### config.mk
export PLATFORM = sky130hd
export DESIGN_NAME = uart_evt2_framer_flat
export DESIGN_NICKNAME = d
export VERILOG_FILES = /design/src/rtl/voxel_bin_pkg.sv /design/src/rtl/uart_evt2_framer_if.sv /design/src/rtl/evt2_word_fifo.sv /design/src/rtl/uart_evt2_framer.sv /design/src/flat_wrapper.sv
export SDC_FILE = /design/constraint.sdc
export NUM_CORES = 1
export LEC_CHECK = 0
export CAP_MARGIN = 20
export CORE_MARGIN = 4
export CORE_UTILIZATION = 42
export DETAILED_ROUTE_END_ITERATION = 10
export SETUP_SLACK_MARGIN = 0.3
export SLEW_MARGIN = 20
export SYNTH_ARGS = -nofsm -noshare
export SYNTH_HDL_FRONTEND = slang
export SYNTH_SLANG_ARGS = --single-unit
### constraint.sdc
create_clock -name clk -period 4.71 [get_ports clk]
set_input_delay 0.471 -clock clk [delete_from_list [all_inputs] [get_ports clk]]
set_output_delay 0.471 -clock clk [all_outputs]
set_load 0.03 [all_outputs]
### src/rtl/voxel_bin_pkg.sv
// Shared types and constants for the UART/EVT2 framing path and the voxel binning core.
package voxel_bin_pkg;

    typedef enum logic [1:0] {
        B0,
        B1,
        B2,
        B3
    } frame_state_t;

    typedef enum logic [1:0] {
        CMD_ECHO     = 2'd0,
        CMD_STATUS   = 2'd1,
        CMD_CONFIG   = 2'd2,
        CMD_SOFT_RST = 2'd3
    } cmd_code_t;

    localparam logic [7:0] CMD_BYTE_ECHO   = 8'hFF;
    localparam logic [7:0] CMD_BYTE_STATUS = 8'hFE;
    localparam logic [7:0] CMD_BYTE_CONFIG = 8'hFD;
    localparam logic [7:0] CMD_BYTE_RST    = 8'hFC;

    // Control bytes occupy 0xFC..0xFF.
    function automatic logic is_cmd_byte(logic [7:0] b);
        return b[7:2] == 6'b111111;
    endfunction

    function automatic cmd_code_t cmd_from_byte(logic [7:0] b);
        cmd_code_t code;
        case (b)
            CMD_BYTE_ECHO:   code = CMD_ECHO;
            CMD_BYTE_STATUS: code = CMD_STATUS;
            CMD_BYTE_CONFIG: code = CMD_CONFIG;
            CMD_BYTE_RST:    code = CMD_SOFT_RST;
            default:         code = CMD_ECHO;
        endcase
        return code;
    endfunction

endpackage

### src/rtl/uart_evt2_framer_if.sv
// Byte input, word stream output, command and status signals of the framer.
// master: the framer itself; slave: the surrounding top level / consumer.
interface uart_evt2_framer_if #(
    parameter int unsigned FIFO_DEPTH = 4
);
    localparam int unsigned LevelW = $clog2(FIFO_DEPTH) + 1;

    logic [7:0]        rx_data;
    logic              rx_valid;
    logic [31:0]       word_out;
    logic              word_valid;
    logic              word_ready;
    logic [1:0]        cmd_code;
    logic              cmd_valid;
    logic [LevelW-1:0] fifo_level;
    logic [7:0]        drop_count;
    logic [7:0]        resync_count;

    modport master (
        input  rx_data, rx_valid, word_ready,
        output word_out, word_valid, cmd_code, cmd_valid, fifo_level, drop_count, resync_count
    );

    modport slave (
        output rx_data, rx_valid, word_ready,
        input  word_out, word_valid, cmd_code, cmd_valid, fifo_level, drop_count, resync_count
    );

endinterface

### src/rtl/evt2_word_fifo.sv
// Small synchronous word FIFO; head word is read combinationally from storage.
// A push into a full FIFO is only accepted when a pop happens in the same cycle.
module evt2_word_fifo #(
    parameter int unsigned WIDTH = 32,
    parameter int unsigned DEPTH = 4
) (
    input  logic                       clk,
    input  logic                       rst,
    input  logic                       push_i,
    input  logic [WIDTH-1:0]           data_i,
    input  logic                       pop_i,
    output logic [WIDTH-1:0]           data_o,
    output logic                       full_o,
    output logic                       empty_o,
    output logic [$clog2(DEPTH):0]     level_o
);
    localparam int unsigned PtrW   = (DEPTH > 1) ? $clog2(DEPTH) : 1;
    localparam int unsigned LevelW = $clog2(DEPTH) + 1;

    logic [WIDTH-1:0]  mem_q [DEPTH];
    logic [WIDTH-1:0]  mem_d [DEPTH];
    logic [PtrW-1:0]   wr_ptr_q, wr_ptr_d;
    logic [PtrW-1:0]   rd_ptr_q, rd_ptr_d;
    logic [LevelW-1:0] count_q, count_d;
    logic              pop_ok;
    logic              push_ok;

    assign full_o  = (count_q == LevelW'(DEPTH));
    assign empty_o = (count_q == '0);
    assign level_o = count_q;
    assign data_o  = mem_q[rd_ptr_q];

    assign pop_ok  = pop_i && !empty_o;
    assign push_ok = push_i && (!full_o || pop_ok);

    // Next-state for storage, pointers and occupancy.
    always_comb begin
        mem_d    = mem_q;
        wr_ptr_d = wr_ptr_q;
        rd_ptr_d = rd_ptr_q;
        count_d  = count_q;
        if (push_ok) begin
            mem_d[wr_ptr_q] = data_i;
            wr_ptr_d        = wr_ptr_q + PtrW'(1);
        end
        if (pop_ok) begin
            rd_ptr_d = rd_ptr_q + PtrW'(1);
        end
        if (push_ok && !pop_ok) begin
            count_d = count_q + LevelW'(1);
        end else if (pop_ok && !push_ok) begin
            count_d = count_q - LevelW'(1);
        end
    end

    // State registers; storage is cleared so the head reads zero after reset.
    always_ff @(posedge clk) begin
        if (rst) begin
            for (int i = 0; i < int'(DEPTH); i++) begin
                mem_q[i] <= '0;
            end
            wr_ptr_q <= '0;
            rd_ptr_q <= '0;
            count_q  <= '0;
        end else begin
            mem_q    <= mem_d;
            wr_ptr_q <= wr_ptr_d;
            rd_ptr_q <= rd_ptr_d;
            count_q  <= count_d;
        end
    end

endmodule

### src/rtl/uart_evt2_framer.sv
// Frames the UART byte stream into 32-bit EVT2.0 words (MSB first), splits off
// gap-qualified control commands and resynchronises partial words on timeout.
module uart_evt2_framer
    import voxel_bin_pkg::*;
#(
    parameter int unsigned CLKS_PER_BIT  = 104,
    parameter int unsigned CMD_GAP_BYTES = 2,
    parameter int unsigned TIMEOUT_BYTES = 4,
    parameter int unsigned FIFO_DEPTH    = 4
) (
    input  logic                       clk,
    input  logic                       rst,
    uart_evt2_framer_if.master         bus
);
    localparam int unsigned BYTE_CYCLES    = CLKS_PER_BIT * 10;
    localparam int unsigned CMD_GAP_CYCLES = BYTE_CYCLES * CMD_GAP_BYTES;
    localparam int unsigned TIMEOUT_CYCLES = BYTE_CYCLES * TIMEOUT_BYTES;
    localparam int unsigned IdleW          = $clog2(TIMEOUT_CYCLES + 1);
    localparam int unsigned LevelW         = $clog2(FIFO_DEPTH) + 1;

    logic [IdleW-1:0]  idle_q, idle_d;
    frame_state_t      state_q, state_d;
    logic [23:0]       shift_q, shift_d;
    logic              cmd_valid_q, cmd_valid_d;
    cmd_code_t         cmd_code_q, cmd_code_d;
    logic [7:0]        drop_q, drop_d;
    logic [7:0]        resync_q, resync_d;

    logic              cmd_allowed;
    logic              timed_out;
    logic              push;
    logic              pop;
    logic              resync_inc;
    logic              fifo_full;
    logic              fifo_empty;
    logic [31:0]       fifo_head;
    logic [LevelW-1:0] fifo_level;

    // Both flags use the pre-clear idle count of the cycle the byte arrives in.
    assign cmd_allowed = (idle_q >= IdleW'(CMD_GAP_CYCLES));
    assign timed_out   = (idle_q >= IdleW'(TIMEOUT_CYCLES));
    assign pop         = !fifo_empty && bus.word_ready;

    // Idle counter: cleared by each byte, saturates at the timeout.
    always_comb begin
        idle_d = idle_q;
        if (bus.rx_valid) begin
            idle_d = '0;
        end else if (idle_q < IdleW'(TIMEOUT_CYCLES)) begin
            idle_d = idle_q + IdleW'(1);
        end
    end

    // Frame FSM: byte-indexed word assembly with command detection at word start.
    always_comb begin
        state_d     = state_q;
        shift_d     = shift_q;
        cmd_valid_d = 1'b0;
        cmd_code_d  = cmd_code_q;
        push        = 1'b0;
        resync_inc  = 1'b0;
        if (bus.rx_valid) begin
            if (state_q == B0 || timed_out) begin
                // A stale partial word is dropped and the byte starts afresh.
                resync_inc = (state_q != B0);
                if (is_cmd_byte(bus.rx_data) && cmd_allowed) begin
                    cmd_valid_d = 1'b1;
                    cmd_code_d  = cmd_from_byte(bus.rx_data);
                    state_d     = B0;
                end else begin
                    shift_d = {bus.rx_data, 16'h0000};
                    state_d = B1;
                end
            end else begin
                unique case (state_q)
                    B1: begin
                        shift_d[15:8] = bus.rx_data;
                        state_d       = B2;
                    end
                    B2: begin
                        shift_d[7:0] = bus.rx_data;
                        state_d      = B3;
                    end
                    B3: begin
                        push    = 1'b1;
                        state_d = B0;
                    end
                    B0: state_d = B0;
                endcase
            end
        end
    end

    // Saturating drop and resync counters.
    always_comb begin
        drop_d   = drop_q;
        resync_d = resync_q;
        if (push && fifo_full && !pop && drop_q != 8'hFF) begin
            drop_d = drop_q + 8'd1;
        end
        if (resync_inc && resync_q != 8'hFF) begin
            resync_d = resync_q + 8'd1;
        end
    end

    // State registers; idle starts saturated so a command is accepted right after reset.
    always_ff @(posedge clk) begin
        if (rst) begin
            idle_q      <= IdleW'(TIMEOUT_CYCLES);
            state_q     <= B0;
            shift_q     <= '0;
            cmd_valid_q <= 1'b0;
            cmd_code_q  <= CMD_ECHO;
            drop_q      <= '0;
            resync_q    <= '0;
        end else begin
            idle_q      <= idle_d;
            state_q     <= state_d;
            shift_q     <= shift_d;
            cmd_valid_q <= cmd_valid_d;
            cmd_code_q  <= cmd_code_d;
            drop_q      <= drop_d;
            resync_q    <= resync_d;
        end
    end

    evt2_word_fifo #(
        .WIDTH (32),
        .DEPTH (FIFO_DEPTH)
    ) u_fifo (
        .clk     (clk),
        .rst     (rst),
        .push_i  (push),
        .data_i  ({shift_q, bus.rx_data}),
        .pop_i   (pop),
        .data_o  (fifo_head),
        .full_o  (fifo_full),
        .empty_o (fifo_empty),
        .level_o (fifo_level)
    );

    assign bus.word_out     = fifo_head;
    assign bus.word_valid   = !fifo_empty;
    assign bus.fifo_level   = fifo_level;
    assign bus.cmd_valid    = cmd_valid_q;
    assign bus.cmd_code     = cmd_code_q;
    assign bus.drop_count   = drop_q;
    assign bus.resync_count = resync_q;

endmodule

### src/flat_wrapper.sv
// flat-port wrapper written by rule: the top's interface ports become plain ports
module uart_evt2_framer_flat import voxel_bin_pkg::*;
#(
    parameter int unsigned CLKS_PER_BIT  = 104,
    parameter int unsigned CMD_GAP_BYTES = 2,
    parameter int unsigned TIMEOUT_BYTES = 4,
    parameter int unsigned FIFO_DEPTH    = 4
)
  (clk, rst, bus_rx_data, bus_rx_valid, bus_word_ready, bus_word_out, bus_word_valid, bus_cmd_code, bus_cmd_valid, bus_fifo_level, bus_drop_count, bus_resync_count);
  uart_evt2_framer_if #(.FIFO_DEPTH(FIFO_DEPTH)) bus_i ();
  input  logic clk;
  input  logic rst;
  input wire logic [$bits(bus_i.rx_data)-1:0] bus_rx_data;
  input wire logic [$bits(bus_i.rx_valid)-1:0] bus_rx_valid;
  input wire logic [$bits(bus_i.word_ready)-1:0] bus_word_ready;
  output wire logic [$bits(bus_i.word_out)-1:0] bus_word_out;
  output wire logic [$bits(bus_i.word_valid)-1:0] bus_word_valid;
  output wire logic [$bits(bus_i.cmd_code)-1:0] bus_cmd_code;
  output wire logic [$bits(bus_i.cmd_valid)-1:0] bus_cmd_valid;
  output wire logic [$bits(bus_i.fifo_level)-1:0] bus_fifo_level;
  output wire logic [$bits(bus_i.drop_count)-1:0] bus_drop_count;
  output wire logic [$bits(bus_i.resync_count)-1:0] bus_resync_count;
  assign bus_i.rx_data = bus_rx_data;
  assign bus_i.rx_valid = bus_rx_valid;
  assign bus_i.word_ready = bus_word_ready;
  assign bus_word_out = bus_i.word_out;
  assign bus_word_valid = bus_i.word_valid;
  assign bus_cmd_code = bus_i.cmd_code;
  assign bus_cmd_valid = bus_i.cmd_valid;
  assign bus_fifo_level = bus_i.fifo_level;
  assign bus_drop_count = bus_i.drop_count;
  assign bus_resync_count = bus_i.resync_count;
  uart_evt2_framer #(.CLKS_PER_BIT(CLKS_PER_BIT), .CMD_GAP_BYTES(CMD_GAP_BYTES), .TIMEOUT_BYTES(TIMEOUT_BYTES), .FIFO_DEPTH(FIFO_DEPTH)) u_core (.clk(clk), .rst(rst), .bus(bus_i));
endmodule
==> results.ini <==
[outcome]
outcome = completed

[layout]
final_nets = 993
layout_common_cells = 270 x nand2_1, 191 x dfxtp_1, 134 x a21oi_1
n_antenna_cell = 0
drive_gt1_share_pct = 9.60
area_growth_pct = 16.9
layout_commonest_cell = nand2_1

[worst_setup_path]
cp_slowest_cell = dfxtp_2
crit_fanout = 18
crit_chain = buf_4 > mux4_2 > clkdlybuf4s50_1
path_buf_inv = 2
crit_family = buffers and inverters
arrival_ns = 2.84
worstSetupPathType = reg2out
crit_required_ns = 4.24
start_kind = flip-flop
endpoint_kind = output port
max_stage_delay_ns = 0.72

[timing]
fin_ws_ns = 1.40
fin_tns_setup_ns = 0
worstMarginPinSlew_ns = 1.09
holdWs_ns = 0.453
hold_violations = 0
setup_viol = 0
final.min_clock_period_ns = 3.31
fin_worst_skew_ns = 0.00743
fmax_ghz = 0.302
timing.final.crit_share_pct = 70.4
slew_violations = 0
relSlewSlack_pct = 27.6
grt_setup_unrepaired = no

[clocking]
h-tree-depth = 4
cts_tree = yes
post_cts_resized = 0
holdBufCountCts = 0
path_clk_slew_ns = 0.07
worstSkewPairLatency_ns = 0.43
cts.sinks = 193
cts_buffers = 17
clock-root-buffer = clkbuf_16
postCtsSetupRepairBufs = 0
clock_path_buffers = 2

[grt]
grt-ovfl-total = 0
grt_max_degree = 85
grt_busiest_layer = met2
grt_use_met1_pct = 26.0
grt_use_met3_pct = 3.35
grt_pass1_wl_mm = 33.2
gr-usage-all-layers_pct = 18.8
antenna_found_initial = 0
met2_usage_pct = 30.9
first_global_vias = 6180

[power_and_ir_drop]
power.total_mw = 3.63
power.density_mw_per_mm2 = 377
p_leak_nw = 3.03
ir_drop_v = 0.000254

[route]
vias = 6460
vias_per_cell = 5.21
drc_errors = 0
firstDrtPassIters = 5
postRouteAntennaNets = 0
routed_wl_mm = 20.4
wl_per_cell_um = 16.5
drt_iter0_drc = 457

[die]
die_area_mm2 = 0.0219
fp.dieH_um = 148
initial_core_util_pct = 43.4
die_w_um = 148
core-area_mm2 = 0.0190
row_count = 50
io_pins = 67

[flow_run]
max_cap_violations = 0

[logic_synthesis]
yosysSeqAreaShare_pct = 46.9
synthFlopType = dfxtp_1
synth-seq-cells = 193
synth_cells = 937
synth_edf_count = 0
async_reset_ff_share_pct = 0
yosys_warnings = 0
avgSynthCellArea_um2 = 8.80
syn-num-nets = 964
synth_cell_type_count = 51
synth_area_mm2 = 0.00825

[placed_design]
io_buffers = 66
post-place-ws_ns = 1.59
dp_hpwl_mm = 11.9
routabilityCongestion = 0.789

[hold_path]
hold_path_class = reg2reg

path summary, 6_finish.rpt:
check                                                       startpoint                                    end  slack (ns)  depth (start not counted)
worst max-delay path            u_core.u_fifo.rd_ptr_q[0]$_SDFFE_PP0P_                       bus_word_out[22]        1.40                          3
worst min register to register    u_core.u_fifo.mem_q[40]$_SDFFE_PP0P_   u_core.u_fifo.mem_q[40]$_SDFFE_PP0P_        0.45                          2
worst max register to register           u_core.idle_q[7]$_SDFFE_PP0N_  u_core.u_fifo.level_o[2]$_SDFFE_PP0P_        1.70                         11
worst min-delay path              u_core.u_fifo.mem_q[40]$_SDFFE_PP0P_   u_core.u_fifo.mem_q[40]$_SDFFE_PP0P_        0.45                          2
state kept, by name (all words and copies together) (netlist names), 3 cells and up:
signal	flops
u_core.shift_q	24
u_core.bus.resync_count	8
u_core.u_fifo.mem_q	128
u_core.idle_q	13
u_core.bus.drop_count	8
u_core.u_fifo.level_o	3
worst reg2reg max path: stages (launching register included):
cell     delay [ns]
dfxtp_1        0.34
or4_1          0.67
o31ai_2        0.22
buf_4          0.23
nand3_1        0.17
inv_1          0.09
ha_1           0.17
inv_1          0.06
fa_1           0.37
xor2_1         0.17
or3_1          0.31
a21oi_1        0.15
cell type report:
class / count / area [µm²]
Fill cell: 1834 / 9380
Multi-Input combinational cell: 652 / 4000
Sequential cell: 193 / 3870
Timing Repair Buffer: 75 / 738
Clock buffer: 17 / 425
Tap cell: 260 / 325
Clock inverter: 15 / 183
Inverter: 27 / 101
cell usage after synthesis, types with 8 or more instances:
| library cell | instances | share of area, % |
|---|---|---|
| mux4_2 | 32 | 8.7 |
| buf_2 | 17 | 1.0 |
| a21oi_1 | 134 | 8.1 |
| nor2_1 | 38 | 1.7 |
| clkbuf_1 | 44 | 2.0 |
| nand3b_1 | 8 | 0.73 |
| nand3_1 | 19 | 1.2 |
| xnor2_1 | 17 | 1.8 |
| xor2_1 | 11 | 1.2 |
| nand2_1 | 270 | 12 |
| dfxtp_1 | 193 | 47 |
| inv_1 | 27 | 1.2 |
| nand2b_1 | 14 | 1.1 |
| ha_1 | 14 | 2.1 |
| o21ai_0 | 12 | 0.73 |
| o32ai_1 | 16 | 1.7 |
cells by family after synthesis:
logic type,synth area share [%]
adders and majority gates,2.37
xor gates and xnor gates,2.97
DFF,46.9
and+or+nand+nor,21.5
AOI/OAI and AO/OA,12.4
buffers and inverters,4.63
muxes,9.22
power by group:
part / leakage, nW / internal [mW] / switching [mW]
clock network: 0.292 / 0.842 / 0.660
registers: 1.56 / 1.66 / 0.0842
logic: 1.18 / 0.172 / 0.213
total: 3.03 / 2.67 / 0.957
per-layer routing:
metal	share of wire [%]	vias to the layer above	routed length, µm
met4	0.83	0	170
met2	47	117	9650
li1	-	3243	-
met1	48	3085	9790
met3	3.8	15	782
met5	0	-	0
stage by stage:
| step | std cells | util, % | instance area, µm² |
|---|---|---|---|
| 2_1_floorplan | 937 | - | 8250 |
| 3_3_place_gp | 1207 | 47.5 | 9030 |
| 3_5_place_dp | 1207 | 47.5 | 9030 |
| 4_1_cts | 1239 | 50.7 | 9640 |
| 5_1_grt | 1239 | 50.7 | 9640 |
| 6_report | 1239 | 50.7 | 9640 |
Note: power is estimated with default switching activity, not from simulation.
